--- src/rtl/shift_seq_pkg.sv ---
// Shared encodings for the shift register sequencer: FSM states, direction codes and
// the default data width.
package shift_seq_pkg;

    localparam int unsigned DEFAULT_WIDTH = 8;

    // Command direction codes carried on cmd_dir
    localparam logic [1:0] DIR_LOAD  = 2'b00;
    localparam logic [1:0] DIR_LEFT  = 2'b01;
    localparam logic [1:0] DIR_RIGHT = 2'b10;
    localparam logic [1:0] DIR_ILL   = 2'b11;

    typedef enum logic [1:0] {
        StIdle  = 2'b00,
        StLoad  = 2'b01,
        StShift = 2'b10,
        StResp  = 2'b11
    } state_e;

endpackage

--- src/rtl/shift_seq_counter.sv ---
// Loadable down-counter with a zero flag; the sequencer loads it with (count - 1) on
// entry to SHIFT and leaves SHIFT on the cycle the flag is set.
module shift_seq_counter #(
    parameter int unsigned CNT_W = 4
) (
    input  logic             clk_i,
    input  logic             reset_i,
    input  logic             load_i,
    input  logic [CNT_W-1:0] load_val_i,
    input  logic             dec_i,
    output logic             zero_o
);

    logic [CNT_W-1:0] cnt_d, cnt_q;

    // Next count: load has priority, decrement stops at zero
    always_comb begin
        cnt_d = cnt_q;
        if (load_i) begin
            cnt_d = load_val_i;
        end else if (dec_i && (cnt_q != '0)) begin
            cnt_d = cnt_q - 1'b1;
        end
    end

    // Count register, synchronous reset
    always_ff @(posedge clk_i) begin
        if (reset_i) begin
            cnt_q <= '0;
        end else begin
            cnt_q <= cnt_d;
        end
    end

    assign zero_o = (cnt_q == '0);

endmodule

--- src/rtl/shift_reg_sequencer.sv ---
// Command-driven controller for an 8-bit universal shift register: accepts a
// (data, dir, count) command, loads the register, issues count one-bit shift strobes,
// captures the result and returns it over a valid/ready response channel.
// Optional: define SHIFT_SEQ_PERF_EN to add perf_cmd_done_o (completed responses).
module shift_reg_sequencer
    import shift_seq_pkg::*;
#(
    parameter int unsigned WIDTH = DEFAULT_WIDTH,
    parameter int unsigned CNT_W = $clog2(WIDTH) + 1
) (
    input  logic             clk_i,
    input  logic             reset_i,
    input  logic             cmd_valid_i,
    output logic             cmd_ready_o,
    input  logic [WIDTH-1:0] cmd_data_i,
    input  logic [1:0]       cmd_dir_i,
    input  logic [CNT_W-1:0] cmd_count_i,
    output logic             rsp_valid_o,
    input  logic             rsp_ready_i,
    output logic [WIDTH-1:0] rsp_data_o,
    output logic             rsp_err_o,
    output logic             busy_o,
    output logic             sr_load_o,
    output logic             sr_shift_left_o,
    output logic             sr_shift_right_o,
    output logic [WIDTH-1:0] sr_parallel_in_o,
`ifdef SHIFT_SEQ_PERF_EN
    output logic [15:0]      perf_cmd_done_o,
`endif
    input  logic [WIDTH-1:0] sr_parallel_out_i
);

    state_e           state_d, state_q;
    logic [WIDTH-1:0] data_d, data_q;
    logic [1:0]       dir_d, dir_q;
    logic [CNT_W-1:0] count_d, count_q;
    logic             rsp_valid_d, rsp_valid_q;
    logic [WIDTH-1:0] rsp_data_d, rsp_data_q;
    logic             rsp_err_d, rsp_err_q;
    logic             cnt_load, cnt_dec, cnt_zero;
    logic             dir_shifts;

    assign dir_shifts = (dir_q == DIR_LEFT) || (dir_q == DIR_RIGHT);

    shift_seq_counter #(
        .CNT_W (CNT_W)
    ) u_counter (
        .clk_i      (clk_i),
        .reset_i    (reset_i),
        .load_i     (cnt_load),
        .load_val_i (count_q - 1'b1),
        .dec_i      (cnt_dec),
        .zero_o     (cnt_zero)
    );

    // Next-state logic; the response is captured one cycle after the last strobe so
    // the register has already absorbed it
    always_comb begin
        state_d     = state_q;
        data_d      = data_q;
        dir_d       = dir_q;
        count_d     = count_q;
        rsp_valid_d = rsp_valid_q;
        rsp_data_d  = rsp_data_q;
        rsp_err_d   = rsp_err_q;
        cnt_load    = 1'b0;
        cnt_dec     = 1'b0;
        unique case (state_q)
            StIdle: begin
                if (cmd_valid_i) begin
                    data_d  = cmd_data_i;
                    dir_d   = cmd_dir_i;
                    count_d = (cmd_count_i > CNT_W'(WIDTH)) ? CNT_W'(WIDTH) : cmd_count_i;
                    state_d = StLoad;
                end
            end
            StLoad: begin
                if (dir_shifts && (count_q != '0)) begin
                    cnt_load = 1'b1;
                    state_d  = StShift;
                end else begin
                    state_d = StResp;
                end
            end
            StShift: begin
                if (cnt_zero) begin
                    state_d = StResp;
                end else begin
                    cnt_dec = 1'b1;
                end
            end
            StResp: begin
                if (!rsp_valid_q) begin
                    rsp_valid_d = 1'b1;
                    rsp_data_d  = sr_parallel_out_i;
                    rsp_err_d   = (dir_q == DIR_ILL);
                end else if (rsp_ready_i) begin
                    rsp_valid_d = 1'b0;
                    state_d     = StIdle;
                end
            end
            default: state_d = StIdle;
        endcase
    end

    // State and datapath registers, synchronous reset drops any pending response
    always_ff @(posedge clk_i) begin
        if (reset_i) begin
            state_q     <= StIdle;
            data_q      <= '0;
            dir_q       <= DIR_LOAD;
            count_q     <= '0;
            rsp_valid_q <= 1'b0;
            rsp_data_q  <= '0;
            rsp_err_q   <= 1'b0;
        end else begin
            state_q     <= state_d;
            data_q      <= data_d;
            dir_q       <= dir_d;
            count_q     <= count_d;
            rsp_valid_q <= rsp_valid_d;
            rsp_data_q  <= rsp_data_d;
            rsp_err_q   <= rsp_err_d;
        end
    end

`ifdef SHIFT_SEQ_PERF_EN
    logic [15:0] perf_q;

    // Completed response handshakes, wraps naturally at 16 bits
    always_ff @(posedge clk_i) begin
        if (reset_i) begin
            perf_q <= '0;
        end else if (rsp_valid_q && rsp_ready_i) begin
            perf_q <= perf_q + 16'd1;
        end
    end

    assign perf_cmd_done_o = perf_q;
`endif

    // Strobes decode only registered state, so no command input reaches sr_* directly
    assign cmd_ready_o      = (state_q == StIdle);
    assign busy_o           = (state_q != StIdle);
    assign sr_load_o        = (state_q == StLoad);
    assign sr_shift_left_o  = (state_q == StShift) && (dir_q == DIR_LEFT);
    assign sr_shift_right_o = (state_q == StShift) && (dir_q == DIR_RIGHT);
    assign sr_parallel_in_o = data_q;
    assign rsp_valid_o      = rsp_valid_q;
    assign rsp_data_o       = rsp_data_q;
    assign rsp_err_o        = rsp_err_q;

endmodule

--- config.mk ---
export PLATFORM = sky130hd
export DESIGN_NAME = shift_reg_sequencer
export DESIGN_NICKNAME = d
export VERILOG_FILES = /design/src/rtl/shift_seq_pkg.sv /design/src/rtl/shift_seq_counter.sv /design/src/rtl/shift_reg_sequencer.sv
export SDC_FILE = /design/constraint.sdc
export NUM_CORES = 1
export LEC_CHECK = 0
export ABC_AREA = 1
export BUFFER_PORTS_ARGS = -buffer_cell sky130_fd_sc_hd__buf_2
export CORE_MARGIN = 3
export CORE_UTILIZATION = 48
export DETAILED_ROUTE_END_ITERATION = 10
export HOLD_SLACK_MARGIN = 0.03
export PLACE_DENSITY = 0.78
export SLEW_MARGIN = 20
export SYNTH_ARGS = -nofsm -noshare
export SYNTH_HDL_FRONTEND = slang
export SYNTH_SLANG_ARGS = --single-unit
--- constraint.sdc ---
create_clock -name clk_i -period 1.9 [get_ports clk_i]
set_clock_uncertainty 0.1 [all_clocks]
set_input_delay 0.095 -clock clk_i [delete_from_list [all_inputs] [get_ports clk_i]]
set_output_delay 0.095 -clock clk_i [all_outputs]
set_load 0.01 [all_outputs]
==> reports/metrics.csv, run 1 <==
stage,metric,value,unit
cells_and_area,syn2layout_area_growth,46.3,%
place,dp_hpwl,2110,um
routing,wl_per_cell,12.2,um
logic_synthesis,async_reset_ff_frac,0,
place,placedInstanceArea,1610,um2
floorplan,io_pins,49,
cells_and_area,diodes,0,
worst_setup_path,cp_max_fo,4,
grt,track_usage,0.212,
logic_synthesis,synth_warnings,0,
clock_network,clk_latency,0.32,ns
timing,timing.fmax,0.572,GHz
clock_network,htree_levels,2,
cells_and_area,design_area,1960,um2
clock_network,clk_pin_slew,0.10,ns
floorplan,start_util,0.522,
floorplan,num_rows,18,
worst_setup_path,startpoint_type,register,
timing,drv_slew,0,
clock_network,clock_sinks,30,
timing,tightestPinTransition,0.614,ns
routing,routed_wl,3460,um
logic_synthesis,synth_fp_nets,208,
routing,dr.pass1.iters,4,
routing,num_vias,1390,
clock_network,cts_buffers,5,
logic_synthesis,synth-main-ff-cell,dfxtp_1,
worst_setup_path,cp-end-kind,register,
timing,finalSetupViolCount,0,
logic_synthesis,synthesis.area,1340,um2
place,dp_cells,250,
timing,finalCritPeriodShare,0.920,
timing,fin_crit,1.75,ns
routing,drt_iter0_drc,54,
routing,antenna_left,0,
grt,grt_pass1_vias,1278,
logic_synthesis,yosys.cell_types.count,23,
logic_synthesis,synth_edf_count,0,
cells_and_area,layout-drive-gt1-share,0.299,
power_and_ir_drop,ir_drop,1.11,mV
place,gp_congestion,0.917,
routing,route.detailed.drc,0,
floorplan,die_x,58.8,um
worst_setup_path,cp.required,2.03,ns
clock_network,clockBufferDepth,2,
floorplan,dieArea,3460,um2
cells_and_area,instances_no_fill,284,
cells_and_area,layout_commonest_cell,buf_2,
power_and_ir_drop,p_leak,0.987,nW
worst_setup_path,worstPathArrival,1.88,ns
power_and_ir_drop,p_per_area,1210,nW/um2
run,maxCapViolations,0,
min_path,hold_class,input port to register,
clock_network,ctsRootBufferMaster,clkbuf_4,
status,status,"finished, final reports clean",
floorplan,die_h,58.8,um
logic_synthesis,synthesis.instances,174,
grt,overflow,0,
cells_and_area,final_cell_mix,"48 x buf_2, 39 x nor2_1, 29 x dfxtp_1, 24 x dlygate4sd3_1, 22 x o21ai_0",
routing,viasPerCell,4.89,
clock_network,cts_tree,built,
timing,finalHoldViolCount,0,
floorplan,coreArea,2570,um2
grt,grt_max_degree,25,
cells_and_area,nNetsFinal,288,
grt,antenna_found_initial,0,
logic_synthesis,synth-seq-area-share,0.448,
grt,grt_pass1_wl,5510,um
cells_and_area,fin_util,0.764,
logic_synthesis,syn_avg_cell_area,7.70,um2
worst_setup_path,critPathKind,register to register,
place,port_buffers,48,
logic_synthesis,synth-seq-cells,30,
timing,slew_headroom,0.590,
## cell usage after synthesis (all sizes together), types with 2 or more instances
cell / n / area share
nand4: 3 / 0.014
a22oi: 3 / 0.017
nand3: 6 / 0.032
nor2: 42 / 0.12
a21oi: 8 / 0.033
dfxtp: 30 / 0.45
inv: 21 / 0.059
o21ai: 27 / 0.10
ha: 8 / 0.075
nand2: 19 / 0.066
buf: 2 / 0.0075
## per-stage QoR
stage / hold slack (ns) / power [mW] / TNS (ns) / worst slack (ns)
floorplan: 0.0641 / 1.49 / 0 / 0.170
global placement: 0.219 / 1.75 / 0 / 0.0839
detailed placement: 0.222 / 1.77 / 0 / 0.0212
CTS: 0.104 / 2.33 / 0 / 0.0351
global route: 0.146 / 2.56 / -0.0158 / -0.0158
finish: 0.120 / 2.37 / 0 / 0.152
## critical path, stage by stage, from the launching register on
cell      delay (ns)
dfxtp_2         0.34
inv_1           0.05
ha_1            0.30
inv_2           0.10
buf_4           0.12
nand4_1         0.10
nand2_2         0.09
ha_2            0.16
nand3b_1        0.10
nand3_1         0.07
nand3_1         0.07
inv_1           0.04
## flip-flops by register name (all words and copies together), names as in the netlist
| name | cells |
|---|---|
| state_q | 2 |
| count_q | 4 |
| rsp_err_o | 1 |
| sr_parallel_in_o | 8 |
| u_counter.cnt_q | 4 |
| rsp_valid_o | 1 |
| rsp_data_o | 8 |
| dir_q | 2 |
## final cells by class
cell class,instances,area (um2)
Multi-Input combinational cell,120,651
Timing Repair Buffer,76,510
Fill cell,196,607
Inverter,21,78.8
Clock inverter,1,30.0
Tap cell,30,37.5
Sequential cell,30,602
Clock buffer,6,51.3
## what timing repair did
item | CTS | global route
endpoints found under the setup margin | 1 | 1
pin swaps | 0 | 1
buffers inserted | 0 | 3
endpoints found under the hold margin | 24 | 0
resized for setup | 1 | 3
hold buffers | 24 | 0
## kinds of logic after synthesis
logic type | share of synthesized area
DFF | 0.448
AOI/OAI and AO/OA | 0.166
adders and majority gates | 0.0747
and+or+nand+nor | 0.241
buffers and inverters | 0.0700
## where the power goes
part | switching [mW] | internal [mW]
Combinational | 0.566 | 0.399
Sequential | 0.0944 | 0.789
Clock | 0.211 | 0.306
Total | 0.872 | 1.49
## layer usage
metal | track usage | wire length [um]
met5 | 0 | 0
met4 | 0.0939 | 43
met3 | 0.0461 | 183
met2 | 0.383 | 1740
met1 | 0.234 | 1490
## final timing paths
path	from	end	slack [ns]	depth (start not counted)
min reg2reg	sr_parallel_in_o[4]	sr_parallel_in_o[4]	0.39	2
max reg2reg	dir_q[0]	u_counter.cnt_q[2]	0.15	11
max	dir_q[0]	u_counter.cnt_q[2]	0.15	11
min	cmd_valid_i	state_q[0]	0.12	5
Power figures use the tool's default switching activity.
==> inputs of run 2 (changes only) <==
--- a/config.mk
+++ b/config.mk
@@ -12,6 +12,7 @@
 export DETAILED_ROUTE_END_ITERATION = 10
 export HOLD_SLACK_MARGIN = 0.03
 export PLACE_DENSITY = 0.78
+export SETUP_SLACK_MARGIN = 0.2
 export SLEW_MARGIN = 20
 export SYNTH_ARGS = -nofsm -noshare
 export SYNTH_HDL_FRONTEND = slang
==> reports/metrics.csv, run 2 (same netlist as run 1, synthesis figures left out) <==
stage,metric,value,unit,change
floorplan,start_util,0.522,,unchanged
routing,antenna_left,0,,unchanged
clock_network,clk_latency,0.33,ns,about the same
min_path,hold_start,cmd_valid_i,,
worst_setup_path,cp.required,2.08,ns,+0.05 ns
worst_setup_path,worstPathCellList,inv_1 -> ha_2 -> nand3_4 -> nand2_2 -> nand2_1 -> ha_2 -> nand3b_1 -> nand3_1 -> nand3_1 -> inv_1,,
cells_and_area,nFillCells,196,,unchanged
worst_setup_path,cp-end-kind,register,,
cells_and_area,layout_commonest_cell,buf_2,,
grt,track_usage,0.212,,+0.000358
place,dp_cells,250,,unchanged
floorplan,dieArea,3460,um2,unchanged
worst_setup_path,r2r_start,state_q[1],,
power_and_ir_drop,ir_drop,0.880,mV,-21%
clock_network,clockBufferDepth,2,,unchanged
min_path,hold_class,input port to register,,
cells_and_area,layout-drive-gt1-share,0.322,,+0.0224
worst_setup_path,startpoint,state_q[1],,
routing,num_vias,1414,,+1.7%
cells_and_area,final_cell_mix,"48 x buf_2, 39 x nor2_1, 28 x dfxtp_1, 24 x dlygate4sd3_1, 22 x o21ai_0",,
routing,route.detailed.drc,0,,unchanged
timing,fin_ws,0.200,ns,+0.0480 ns
timing,finalHoldViolCount,0,,unchanged
routing,viasPerCell,4.96,,+1.4%
floorplan,die_h,58.8,um,unchanged
timing,slew_headroom,0.617,,+0.0266
timing,finalSetupTns,0,ns,unchanged
place,dpl_worst_slack,0.0681,ns,+0.0469 ns
min_path,worstHoldPathCells,3,,-2
grt,overflow,0,,unchanged
place,gp_congestion,0.852,,-7.1%
timing,timing.fmax,0.588,GHz,+2.8%
cells_and_area,syn2layout_area_growth,45.8,%,
clock_network,cts_tree,built,,
place,placedInstanceArea,1610,um2,unchanged
timing,rsz0062_at_grt,true,,
cells_and_area,instances_no_fill,285,,+0.35%
run,maxCapViolations,0,,unchanged
clock_network,clk_pin_slew,0.09,ns,about the same
routing,dr.pass1.iters,4,,unchanged
floorplan,io_pins,49,,unchanged
place,dp_hpwl,2150,um,+1.7%
timing,finalSetupViolCount,0,,unchanged
timing,fin_crit,1.70,ns,-0.0480 ns
floorplan,num_rows,18,,unchanged
status,status,"finished, final reports clean",,
routing,routed_wl,3480,um,+0.81%
worst_setup_path,max_stage_delay,0.34,ns,about the same
worst_setup_path,r2r_slack,0.20,ns,+0.05 ns
clock_network,ctsRootBufferMaster,clkbuf_4,,
timing,tightestPinTransition,0.574,ns,-0.0399 ns
worst_setup_path,cp_max_fo,6,,+2
floorplan,die_x,58.8,um,unchanged
worst_setup_path,slowest_stage,dfxtp_1,,
timing,finalCritPeriodShare,0.895,,-0.0253
worst_setup_path,r2r_cells,10,,-1
timing,drv_slew,0,,unchanged
worst_setup_path,critPathKind,register to register,,
min_path,worstHoldEndpoint,dir_q[0],,
clock_network,clock_sinks,30,,unchanged
cells_and_area,design_area,1950,um2,-0.32%
grt,grt_max_degree,25,,unchanged
grt,grt_pass1_vias,1320,,+3.3%
floorplan,coreArea,2570,um2,unchanged
routing,wl_per_cell,12.2,um,+0.46%
power_and_ir_drop,p_per_area,1140,nW/um2,-5.6%
worst_setup_path,timing.rr.end,u_counter.cnt_q[2],,
clock_network,cts_buffers,5,,unchanged
routing,drt_iter0_drc,74,,+37%
grt,grt_pass1_wl,5450,um,-1.1%
grt,antenna_found_initial,0,,unchanged
worst_setup_path,startpoint_type,register,,
clock_network,htree_levels,2,,unchanged
power_and_ir_drop,p_total,2.23,mW,-5.9%
cells_and_area,diodes,0,,unchanged
power_and_ir_drop,p_leak,0.979,nW,-0.83%
cells_and_area,nNetsFinal,289,,+0.35%
worst_setup_path,worstPathArrival,1.88,ns,about the same
place,port_buffers,48,,unchanged
==> run 2: changes by cell type in the layout (fill, tap and decap cells not counted), sizes merged <==
cell / change
buf: +1
clkinv: +2
clkbuf: -1
bufinv: -1
==> run 2: worst max-delay path: cells and delay by family, from the launching register on <==
kind,cells,cell delay [ns]
flops,1,0.34
buf+inv,2,0.18
fa+ha+maj,2,0.46
simple gates,6,0.57
==> run 2: through the flow <==
step / utilization / hold WS (ns)
2_1_floorplan: - / 0.0641
3_5_place_dp: 0.627 / 0.224
5_1_grt: 0.761 / 0.124
4_1_cts: 0.753 / 0.123
6_report: 0.761 / 0.102
3_3_place_gp: 0.627 / 0.220
==> run 2: cell type report <==
cell class | instances | area [um2] | area share
inverter | 21 | 78.8 | 0.0403
timing repair buffer | 77 | 518 | 0.265
clock inverter | 2 | 10.0 | 0.00512
tap | 30 | 37.5 | 0.0192
multi-input combinational | 120 | 669 | 0.343
clock buffer | 5 | 37.5 | 0.0192
sequential | 30 | 603 | 0.309
==> run 2: report_power, final <==
part / leakage, nW / switching (mW) / total (mW) / internal, mW
clock network: 0.0308 / 0.214 / 0.347 / 0.133
logic: 0.702 / 0.579 / 0.993 / 0.414
registers: 0.246 / 0.0969 / 0.887 / 0.791
==> run 2: timing repair <==
item / 4_1_cts / 5_1_grt
setup endpoints to repair: 1 / 14
hold buffers: 24 / 0
hold endpoints to repair: 24 / 0
buffers inserted: 4 / 0
pin swaps: 3 / 1
resized for setup: 3 / 5
==> run 2: worst max-delay path by stage <==
stage | slack [ns] | cells after the start | to
6_report | 0.20 | 10 | u_counter.cnt_q[2]
5_1_grt | 0.12 | 10 | u_counter.cnt_q[2]
4_1_cts | 0.21 | 11 | u_counter.cnt_q[2]
3_5_place_dp | 0.07 | 11 | u_counter.cnt_q[2]
3_3_place_gp | 0.14 | 11 | u_counter.cnt_q[2]
2_1_floorplan | 0.21 | 11 | u_counter.cnt_q[2]
==> run 2: metal layers <==
| metal | routed length (um) | vias to the layer above | GRT usage |
|---|---|---|---|
| met2 | 1750 | 38 | 0.369 |
| li1 | - | 730 | - |
| met3 | 212 | 5 | 0.0768 |
| met4 | 51 | 0 | 0.0906 |
| met5 | 0 | - | 0 |
| met1 | 1470 | 641 | 0.230 |
